--- src/rtl/wf_neopixel_frame_sched_pkg.sv ---
// Shared types and constants for the double-buffered neopixel frame scheduler.
package wf_neopixel_frame_sched_pkg;

    localparam int PIXEL_W = 24;

    typedef enum logic [1:0] {
        ST_FILL    = 2'd0,
        ST_PENDING = 2'd1,
        ST_CLEAR   = 2'd2
    } state_t;

endpackage

--- src/rtl/wf_pixel_dpram.sv ---
// Two-buffer pixel store: one write port, one registered read port.
// Each port selects a buffer half and a pixel index within it.
module wf_pixel_dpram
    import wf_neopixel_frame_sched_pkg::*;
#(
    parameter int HALF = 8
) (
    input  logic               clk,
    input  logic               we,
    input  logic               wr_sel,
    input  logic [7:0]         wr_addr,
    input  logic [PIXEL_W-1:0] wr_data,
    input  logic               rd_sel,
    input  logic [7:0]         rd_addr,
    output logic [PIXEL_W-1:0] rd_data
);

    localparam int DEPTH = 2 * HALF;
    localparam int AW    = $clog2(DEPTH);

    logic [PIXEL_W-1:0] mem [DEPTH];
    logic [AW-1:0]      wi;
    logic [AW-1:0]      ri;

    // Out-of-range read indices only ever produce data that the caller masks.
    assign wi = AW'({1'b0, wr_addr} + (wr_sel ? 9'(HALF) : 9'd0));
    assign ri = AW'({1'b0, rd_addr} + (rd_sel ? 9'(HALF) : 9'd0));

    // No reset here so the array and output register map onto block RAM.
    always_ff @(posedge clk) begin
        if (we)
            mem[wi] <= wr_data;
        rd_data <= mem[ri];
    end

endmodule

--- src/rtl/wf_neopixel_frame_sched.sv ---
// Frame scheduler: round-robin pixel writes into the back buffer, swaps
// deferred to the next frame boundary, optional clear of the new back buffer.
module wf_neopixel_frame_sched
    import wf_neopixel_frame_sched_pkg::*;
#(
    parameter int          NUM_OF_PIXELS = 8,
    parameter logic        CLEAR_ON_SWAP = 1'b1,
    parameter logic [23:0] CLEAR_COLOR   = 24'h0
) (
    input  logic        clk,
    input  logic        rst_n,
    input  logic        req_a,
    input  logic [7:0]  wr_addr_a,
    input  logic [23:0] wr_data_a,
    output logic        gnt_a,
    input  logic        req_b,
    input  logic [7:0]  wr_addr_b,
    input  logic [23:0] wr_data_b,
    output logic        gnt_b,
    input  logic        swap_req,
    output logic        swap_pending,
    input  logic [7:0]  ram_rd_addr,
    output logic [23:0] ram_rd_data,
    output logic        frame_done
);

    localparam logic [7:0] NPIX = 8'(NUM_OF_PIXELS);
    localparam logic [7:0] LAST = 8'(NUM_OF_PIXELS - 1);

    state_t             state;
    logic               front_sel;
    logic               rr_ptr;      // 0: A has priority, 1: B
    logic               prev_nz;
    logic               rd_ok;
    logic [7:0]         clr_cnt;
    logic               boundary;
    logic               fill;
    logic               we;
    logic [7:0]         waddr;
    logic [PIXEL_W-1:0] wdata;
    logic [PIXEL_W-1:0] ram_q;

    assign boundary = prev_nz && (ram_rd_addr == 8'd0);
    assign fill     = (state == ST_FILL);

    assign gnt_a = fill && req_a && (!req_b || !rr_ptr);
    assign gnt_b = fill && req_b && (!req_a ||  rr_ptr);

    // Reset blocks the write so an aborted clear leaves no trailing pixel.
    always_comb begin
        we    = 1'b0;
        waddr = wr_addr_a;
        wdata = wr_data_a;
        if (state == ST_CLEAR) begin
            we    = 1'b1;
            waddr = clr_cnt;
            wdata = CLEAR_COLOR;
        end else if (gnt_a) begin
            we    = (wr_addr_a < NPIX);
        end else if (gnt_b) begin
            we    = (wr_addr_b < NPIX);
            waddr = wr_addr_b;
            wdata = wr_data_b;
        end
        we = we && rst_n;
    end

    always_ff @(posedge clk) begin
        if (!rst_n) begin
            state        <= ST_FILL;
            front_sel    <= 1'b0;
            rr_ptr       <= 1'b0;
            swap_pending <= 1'b0;
            frame_done   <= 1'b0;
            prev_nz      <= 1'b0;
            rd_ok        <= 1'b0;
            clr_cnt      <= 8'd0;
        end else begin
            frame_done <= boundary;
            prev_nz    <= (ram_rd_addr != 8'd0);
            rd_ok      <= (ram_rd_addr < NPIX);
            if (gnt_a && req_b)
                rr_ptr <= 1'b1;
            else if (gnt_b && req_a)
                rr_ptr <= 1'b0;
            case (state)
                ST_FILL: begin
                    if (swap_req) begin
                        state        <= ST_PENDING;
                        swap_pending <= 1'b1;
                    end
                end
                ST_PENDING: begin
                    if (boundary) begin
                        front_sel <= ~front_sel;
                        clr_cnt   <= 8'd0;
                        if (CLEAR_ON_SWAP) begin
                            state <= ST_CLEAR;
                        end else begin
                            state        <= ST_FILL;
                            swap_pending <= 1'b0;
                        end
                    end
                end
                ST_CLEAR: begin
                    if (clr_cnt == LAST) begin
                        state        <= ST_FILL;
                        swap_pending <= 1'b0;
                    end else begin
                        clr_cnt <= clr_cnt + 8'd1;
                    end
                end
                default: state <= ST_FILL;
            endcase
        end
    end

    wf_pixel_dpram #(.HALF(NUM_OF_PIXELS)) u_ram (
        .clk     (clk),
        .we      (we),
        .wr_sel  (~front_sel),
        .wr_addr (waddr),
        .wr_data (wdata),
        .rd_sel  (front_sel),
        .rd_addr (ram_rd_addr),
        .rd_data (ram_q)
    );

    // rd_ok masks out-of-range indices and the unreset RAM output after reset.
    assign ram_rd_data = rd_ok ? ram_q : 24'h0;

endmodule

--- config.mk ---
export PLATFORM = sky130hd
export DESIGN_NAME = wf_neopixel_frame_sched
export DESIGN_NICKNAME = d
export VERILOG_FILES = /design/src/rtl/wf_neopixel_frame_sched_pkg.sv /design/src/rtl/wf_pixel_dpram.sv /design/src/rtl/wf_neopixel_frame_sched.sv
export SDC_FILE = /design/constraint.sdc
export NUM_CORES = 1
export LEC_CHECK = 0
export CORE_UTILIZATION = 59
export CTS_CLUSTER_DIAMETER = 150
export DETAILED_ROUTE_END_ITERATION = 8
export GPL_TIMING_DRIVEN = 0
export PLACE_DENSITY = 0.79
export REMOVE_ABC_BUFFERS = 1
export SLEW_MARGIN = 10
export SYNTH_ARGS = -nofsm -noshare
export SYNTH_HDL_FRONTEND = slang
export SYNTH_SLANG_ARGS = --single-unit
--- constraint.sdc ---
create_clock -name clk -period 4.7 [get_ports clk]
set_input_delay 0.705 -clock clk [delete_from_list [all_inputs] [get_ports clk]]
set_output_delay 0.705 -clock clk [all_outputs]
set_load 0.1 [all_outputs]
---- After elaboration in Yosys (flattened, before gate mapping) ----
Memory sizes are Yosys's and may differ from the RTL's. A register that Yosys moved wholly into a read port is not among the register bits.
Index checks and enable logic that the tools add are counted.
operators by class
  add/sub/neg operators ................... 3
  magnitude comparators ................... 3
  eq/ne operators ......................... 7
  multiplexer cells ....................... 26
  bitwise logic cells ..................... 1
  reductions and logical operators ........ 23
operator list
  cell                                                 count
  2-to-1 mux 24 bit                                    4
  < comparator 8 x 4 -> 1 bit, second input constant   3
  2-to-1 mux 4 bit                                     5
  2-to-1 mux 8 bit                                     2
  one-hot mux 8 bit (2 select lines)                   1
  2-to-1 mux 1 bit                                     9
  AND reduction 3 bit                                  3
  adder 4 bit                                          2
  adder 8 x 1 -> 8 bit, second input constant          1
  equality test 8 x 3 -> 1 bit, second input constant  1
  logical AND 1 bit                                    8
  zero test 8 bit                                      1
  nonzero test 8 bit                                   1
  2-to-1 mux 2 bit                                     3
  != test 2 bit, second input constant                 3
  one-hot mux 2 bit (3 select lines)                   1
  nonzero test 2 bit                                   3
  zero test 1 bit                                      3
  equality test 2 x 1 -> 1 bit, second input constant  1
  equality test 2 bit, second input constant           1
  zero test 2 bit                                      1
  logical OR 1 bit                                     2
  != test 2 x 1 -> 1 bit, second input constant        1
  one-hot mux 1 bit (2 select lines)                   1
  other kinds (2)                                      2
word-level totals
  bits in registers ....................... 16
  bits in writable memories ............... 384
  input port bits ......................... 77
  output and inout bits ................... 28
  logic and storage cells ................. 72
  memories ................................ 1
memories
  memory     words  width  read ports  clocked after memory_dff  wr ports  line                  source
  u_ram.mem  16     24     1           1                         1         wf_pixel_dpram.sv:21  logic [PIXEL_W-1:0] mem [DEPTH];

---- Logic depth before layout (Yosys ltp) ----
Gate-level depths: netlist of run 1.
  word-level depth ........................ 9
  depth in mapped cells ................... 7
  gate-level depth less buffers ........... 6

---- Modules after synthesis ----
From an unflattened synthesis of run 1, not the netlist that was laid out.
second synthesis, totals
  cells, all modules ...................... 983
  area, all modules ....................... 16995.0 µm²
by module, submodules not included
  module                   times used  cells an instance  area an instance (µm²)  sequential area each (µm²)
  wf_pixel_dpram           1           744                15504.9                 12011.5
  wf_neopixel_frame_sched  1           239                1490.2                  320.3

---- Worst setup path after synthesis of run 1 ----
Ideal clock, no wire load.
  kind .................................... input to register
  from .................................... input req_b
  to ...................................... memory u_ram.mem[12][0] (enable)
  library setup time ...................... 0.435 ns
  data arrival time ....................... 3.473 ns
  required time ........................... 4.265 ns
  slack ................................... 0.792 ns
  cell stages on the path ................. 6
  path buffers ............................ 1
  cell sequence ........................... clkbuf_1 -> inv_1 -> o31a_1 -> o22a_1 -> or2_1 -> nor3_1
on the way
  cells in the longest elaborated chain, start to end .. 8
  elaborated cells on any way between the ends .. 15
  those cells by class .................... add/sub: 1; mux: 8; reduce/logical: 6
RTL lines
  item                                                 line                           source
  from (decl)                                          wf_neopixel_frame_sched.sv:16  input logic req_b,
  branches (longest 8 deep; another with adder 4 bit)  n/a
  to (decl)                                            wf_pixel_dpram.sv:21
Several ways; the timed one is not identified.

---- Worst setup path in the final report of run 1 ----
  from .................................... input req_a
  to ...................................... output gnt_b
on the way
  cells in the longest elaborated chain, start to end .. 3
RTL lines
  item               line                           source
  from (decl)        wf_neopixel_frame_sched.sv:12  input logic req_a,
  zero test 1 bit    wf_neopixel_frame_sched.sv:47  assign gnt_b = fill && req_b && (!req_a || rr_ptr);
  logical OR 1 bit   wf_neopixel_frame_sched.sv:47
  logical AND 1 bit  wf_neopixel_frame_sched.sv:47
  to (decl)          wf_neopixel_frame_sched.sv:19  output logic gnt_b,
Every way passes these cells.

==> results of run 1 <==
## metrics by stage
step / hold slack, ps / cells / area, um2
final: 520 / 1441 / 19900
after global routing: 565 / 1441 / 19900
after CTS: 519 / 1441 / 19900
after detailed placement: 504 / 1368 / 18600
after global placement: 496 / 1310 / 17900
after floorplan: 475 / 828 / 16400
## final cells by class
| class | count | share of cell area, % |
|---|---|---|
| tap | 378 | 2.38 |
| clock buffer | 57 | 5.82 |
| sequential | 424 | 62.0 |
| inverter | 4 | 0.0881 |
| timing repair buffer | 162 | 8.28 |
| clock inverter | 16 | 0.661 |
| multi-input combinational | 400 | 20.7 |
## power groups by stage
stage / registers, mW / logic [mW] / clock network, mW
final: 4.19 / 0.459 / 3.14
after global routing: 4.19 / 0.495 / 3.32
after CTS: 4.19 / 0.462 / 3.18
after detailed placement: 4.27 / 0.458 / 0
after global placement: 4.27 / 0.481 / 0
after floorplan: 4.27 / 0.240 / 0
## synth_stat cells, drive strengths merged, types with 3 or more instances
| master | instances | share of area [%] |
|---|---|---|
| a211oi | 25 | 1.1 |
| a21oi | 49 | 1.5 |
| and2 | 28 | 1.1 |
| and3 | 3 | 0.11 |
| buf | 24 | 0.82 |
| clkbuf | 23 | 0.52 |
| dfxtp | 40 | 4.8 |
| edfxtp | 384 | 69 |
| inv | 4 | 0.090 |
| mux2i | 25 | 1.5 |
| mux4 | 96 | 13 |
| nand2 | 61 | 1.4 |
| nand2b | 5 | 0.23 |
| nand3 | 5 | 0.18 |
| nand4 | 7 | 0.26 |
| nor2 | 13 | 0.31 |
| nor2b | 29 | 1.1 |
| nor3 | 16 | 0.48 |
| o211ai | 3 | 0.17 |
| o21ai | 3 | 0.090 |
| o31a | 3 | 0.16 |
| or2 | 3 | 0.13 |
| xnor2 | 6 | 0.36 |
| xor2 | 5 | 0.26 |
## placed cells by master (no fill, tap or decap), types with 9 or more instances in the layout
| cell type | instances |
|---|---|
| nor3_2 | 16 |
| edfxtp_1 | 384 |
| mux4_2 | 96 |
| and2_1 | 28 |
| buf_4 | 33 |
| a211oi_1 | 25 |
| nand2_1 | 61 |
| nor2_1 | 12 |
| a21oi_1 | 49 |
| dfxtp_1 | 40 |
| nor2b_1 | 28 |
| mux2i_1 | 25 |
| buf_6 | 20 |
| clkdlybuf4s50_1 | 100 |
| clkinv_2 | 11 |
| clkbuf_1 | 9 |
| clkbuf_16 | 41 |
## what timing repair did
action | 4_1_cts | 5_1_grt
hold buffers | 0 | 0
gates resized for setup | 2 | 0
setup endpoints to repair | 1 | 0
## path summary, 6_finish.rpt
check	start	to	slack, ps	depth (start not counted)
max	req_a	gnt_b	300	5
min	swap_pending$_SDFFE_PN0P_	swap_pending$_SDFFE_PN0P_	520	2
max reg2reg	state[0]$_SDFFE_PN0P_	u_ram.mem[10][23]$_DFFE_PP_	480	8
min reg2reg	swap_pending$_SDFFE_PN0P_	swap_pending$_SDFFE_PN0P_	520	2
## critical path, stage by stage
cell,delay (ps)
clkdlybuf4s50_1,470
nand2b_1,200
nand3_2,710
inv_4,680
dlygate4sd2_1,920
## kinds of logic (layout without fill, tap and decap cells)
family | count (synthesis) | in the layout | share of synthesized area, %
adder cells (fa/ha/maj) | 1 | 1 | 0.0754
flip-flops | 424 | 424 | 74.3
buffers and inverters | 51 | 239 | 1.43
AO/OA/AOI/OAI | 89 | 89 | 3.34
XOR/XNOR | 11 | 11 | 0.626
AND/OR/NAND/NOR | 178 | 178 | 5.70
multiplexers | 121 | 121 | 14.5
## registers in the layout, summed over array words and instances (netlist names)
signal and flops:
rr_ptr 1, swap_pending 1, rd_ok 1, prev_nz 1
front_sel 1, u_ram.mem 384, frame_done 1, clr_cnt 8
state 2, u_ram.rd_data 24
## metal layers
metal,global-route usage (%),vias up,part of all wire (%)
met5,0,-,0
met4,7.13,0,2.1
met3,4.13,60,8.0
met2,42.6,427,50
met1,36.3,4528,39
li1,-,3826,-
==> metrics.yaml, run 1 <==
detailed_routing:
  via_per_inst: 6.14
  wirelength_um: 35900
  ant_nets: 0
  dr.pass1.iters: 5
  drt_first_iter_violations: 999
  vias: 8841
  wl_per_cell_um: 24.9
  drc: 0
floorplanning:
  initial_core_util_pct: 59.9
  die_w_um: 170
  fp.coreArea_um2: 27700
  die_area_um2: 28800
  die_h_um: 170
  core.rowCount: 61
  io_pins: 105
worst_setup_path:
  path_class: "in2out"
  critPathCaptureType: "output pin"
  cp-start-kind: "input pin"
  cp.arrival_ps: 3700
  critPathRequiredTime_ps: 3990
  critPathMaxFanout: 26
timing:
  finalHoldViolCount: 0
  fin_skew_ps: 12.1
  fin_crit_sh_pct: 93.6
  fmax_mhz: 227
  slew_violations: 0
  min_period_ps: 4400
  setup_tns_ps: 0
  setup_viol: 0
  slew_headroom_pct: 15.5
  max_slew.worst_pin.slew_ps: 1270
  rsz0062_at_grt: "false"
  finalWorstSetupSlack_ps: 300
layout:
  fin_util_pct: 71.8
  syn_to_final_growth_pct: 19.8
  multi_input_area_um2: 4120
  drive_gt1_share_pct: 23.2
  finalNetCount: 1111
  antenna_cells: 0
  fillerInstances: 1585
  ff_latch_area_um2: 12300
placed_design:
  place_congestion: 0.795
  port_buffers: 104
  pre_cts_ws_ps: -419
  dp.final_hpwl_um: 23100
grt:
  gr-usage-all-layers_pct: 25.9
  grt_antenna_before_repair: 0
  first_global_vias: 9040
  grt_overflow: 0
  grt_pass1_wl_um: 53700
  grt_start_max_net_pins: 58
synth:
  synthArstFlopShare_pct: 0
  syn_area_per_cell_um2: 19.0
  ys.flop_type: "edfxtp_1"
  synth_cell_types: 49
  synth_edf_count: 384
  yosysSeqAreaShare_pct: 74.3
  syn_area_um2: 16600
  postSynthCellCount: 875
  synth-warning-count: 0
  synth-seq-cells: 424
power_and_ir_drop:
  finalPower_mw: 7.79
  netSwitchingFraction_pct: 20.4
  clock_power_share_pct: 40.3
  seqPwrFrac_pct: 53.8
  switchingPower_mw: 1.59
  max-vdd-ir-drop_mv: 0.250
  p_comb_share_pct: 5.9
  p_int_mw: 6.20
  leakagePower_nw: 6.54
  powerDensity_nw_per_um2: 392
cts:
  clkLatencyLatePin_ps: 520
  post_cts_buffers: 0
  clock_sinks: 424
  cts_tree: "done"
  clk_pin_slew_ps: 60
  clk_path_buf_depth: 3
  clock_tree.root_cell: "clkbuf_16"
  cts_buffers: 41
  cts_max_level: 2
min_path:
  hold_class: "reg2reg"
run_status:
  status: "finished, final reports clean"
run:
  drv_cap: 0
Power figures use the tool's default switching activity.
==> run 2, diff against run 1 <==
CORE_ASPECT_RATIO = 0.9   (was not set)
CORE_UTILIZATION = 55   (was 59)
PLACE_DENSITY = 0.75   (was 0.79)
==> metrics.yaml, run 2 (synthesis results as in run 1) <==
floorplanning:
  core.rowCount: 59
  io_pins: 105
  die_w_um: 185
  die_area_um2: 30900
  fp.coreArea_um2: 29300
  initial_core_util_pct: 56.6
  die_h_um: 167
power_and_ir_drop:
  finalPower_mw: 8.03
  leakagePower_nw: 6.53
  max-vdd-ir-drop_mv: 0.238
  powerDensity_nw_per_um2: 403
cts:
  clock_sinks: 424
  clock_tree.root_cell: "clkbuf_16"
  cts_tree: "done"
  clk_path_buf_depth: 3
  cts_max_level: 2
  clk_pin_slew_ps: 60
  cts_buffers: 42
  holdBufCountCts: 0
  clkLatencyLatePin_ps: 540
layout:
  antenna_cells: 0
  fillerInstances: 1891
  final_area_um2: 19900
  drive_gt1_share_pct: 22.8
  finalNetCount: 1105
  final_cell_mix: "edfxtp_1, clkdlybuf4s50_1, mux4_2, nand2_1, a21oi_1"
  largest_reg_flops: 384
  final_common_cell: "edfxtp_1"
  reg.largest.list: "u_ram.mem x384, u_ram.rd_data x24, clr_cnt x8"
  regMostFlops: "u_ram.mem"
  fin_util_pct: 68.0
  syn_to_final_growth_pct: 20.1
worst_setup_path:
  cp-start-kind: "input pin"
  reg2reg_depth: 8
  r2r_slack_ps: 530
  path_class: "in2out"
  cp.arrival_ps: 3720
  setup.worst_path.start: "req_a"
  critPathCaptureType: "output pin"
  critPathRequiredTime_ps: 3990
  r2r-end: "u_ram.mem[9][11]$_DFFE_PP_"
  critPathMaxFanout: 26
  r2r_start: "state[0]$_SDFFE_PN0P_"
  crit_end: "gnt_b"
placed_design:
  detailed_place.area_um2: 18500
  pre_cts_ws_ps: -463
  port_buffers: 104
  place_congestion: 0.724
  dp.final_hpwl_um: 21500
timing:
  slew_headroom_pct: 19.7
  fmax_mhz: 226
  finalHoldViolCount: 0
  rsz0062_at_grt: "false"
  setup_viol: 0
  fin_skew_ps: 10.9
  slew_violations: 0
  fin_crit_sh_pct: 94.1
  max_slew.worst_pin.slew_ps: 1200
  holdWs_ps: 507
  min_period_ps: 4420
  finalWorstSetupSlack_ps: 277
grt:
  grt_overflow: 0
  grt_antenna_before_repair: 0
  gr-usage-all-layers_pct: 23.6
  grt_pass1_wl_um: 52600
  grt_start_max_net_pins: 63
  first_global_vias: 8850
detailed_routing:
  wl_per_cell_um: 23.9
  via_per_inst: 6.00
  vias: 8738
  ant_nets: 0
  drc: 0
  wirelength_um: 34900
  drt_first_iter_violations: 928
  dr.pass1.iters: 5
min_path:
  hold_class: "reg2reg"
run_status:
  status: "finished, final reports clean"
run:
  drv_cap: 0
[run 2: cell types whose count changed in the layout (fill, tap and decap cells not counted), moves of 2 or more]
cell	previous run	this run
buf_6	20	14
clkinv_1	2	8
clkbuf_8	7	2
clkbuf_16	41	45
clkinv_2	11	7
buf_8	4	1
clkinvlp_4	0	3
buf_4	33	35
bufinv_16	2	4
clkbuf_1	9	7
[run 2: final cells by class]
class                   instances  area, um2  area share (%)
inverters                       4       17.5          0.0879
flip-flops and latches        424      12300            61.9
multi-input cells             400       4130            20.7
clock buffers                  54       1180            5.92
well taps                     396        495            2.49
clock inverters                24        228            1.14
repair buffers                155       1560            7.80
[run 2: worst min path at each step]
stage,from,cells past startpoint,slack [ps],end
6_report,clr_cnt[1]$_SDFFE_PN0P_,2,510,clr_cnt[1]$_SDFFE_PN0P_
3_3_place_gp,swap_pending$_SDFFE_PN0P_,2,490,swap_pending$_SDFFE_PN0P_
5_1_grt,clr_cnt[1]$_SDFFE_PN0P_,2,550,clr_cnt[1]$_SDFFE_PN0P_
2_1_floorplan,clr_cnt[1]$_SDFFE_PN0P_,2,480,clr_cnt[1]$_SDFFE_PN0P_
4_1_cts,clr_cnt[1]$_SDFFE_PN0P_,2,510,clr_cnt[1]$_SDFFE_PN0P_
3_5_place_dp,swap_pending$_SDFFE_PN0P_,2,510,swap_pending$_SDFFE_PN0P_
[run 2: worst max-delay path: stages]
cell,delay (ps)
clkdlybuf4s50_1,470
nand2b_1,200
nand3_2,710
inv_4,670
dlygate4sd2_1,920
[run 2: power breakdown]
group	internal (mW)	switching [mW]	leakage, nW	total, mW
Sequential	4.18	0.00907	3.79	4.19
Combinational	0.192	0.268	2.06	0.460
Clock	2.00	1.38	0.684	3.38
Total	6.37	1.66	6.53	8.03
[run 2: metal layers]
layer | vias up | part of all wire (%) | GRT usage (%) | routed length, um
met5 | - | 0 | 0 | 0
met1 | 4506 | 43 | 34.1 | 15000
met4 | 0 | 1.6 | 6.00 | 564
li1 | 3814 | - | - | -
met2 | 373 | 49 | 38.0 | 17000
met3 | 45 | 6.5 | 3.61 | 2270
[run 2: per-stage QoR]
stage | TNS, ps | cells
floorplan | 0 | 828
finish | 0 | 1457
detailed placement | -41920 | 1379
global placement | -1332120 | 1328
global route | 0 | 1457
CTS | 0 | 1457
[run 2: what timing repair did]
item                       4_1_cts  5_1_grt
buffers inserted                 0        0
gates resized for setup          2        0
setup endpoints to repair        1        0
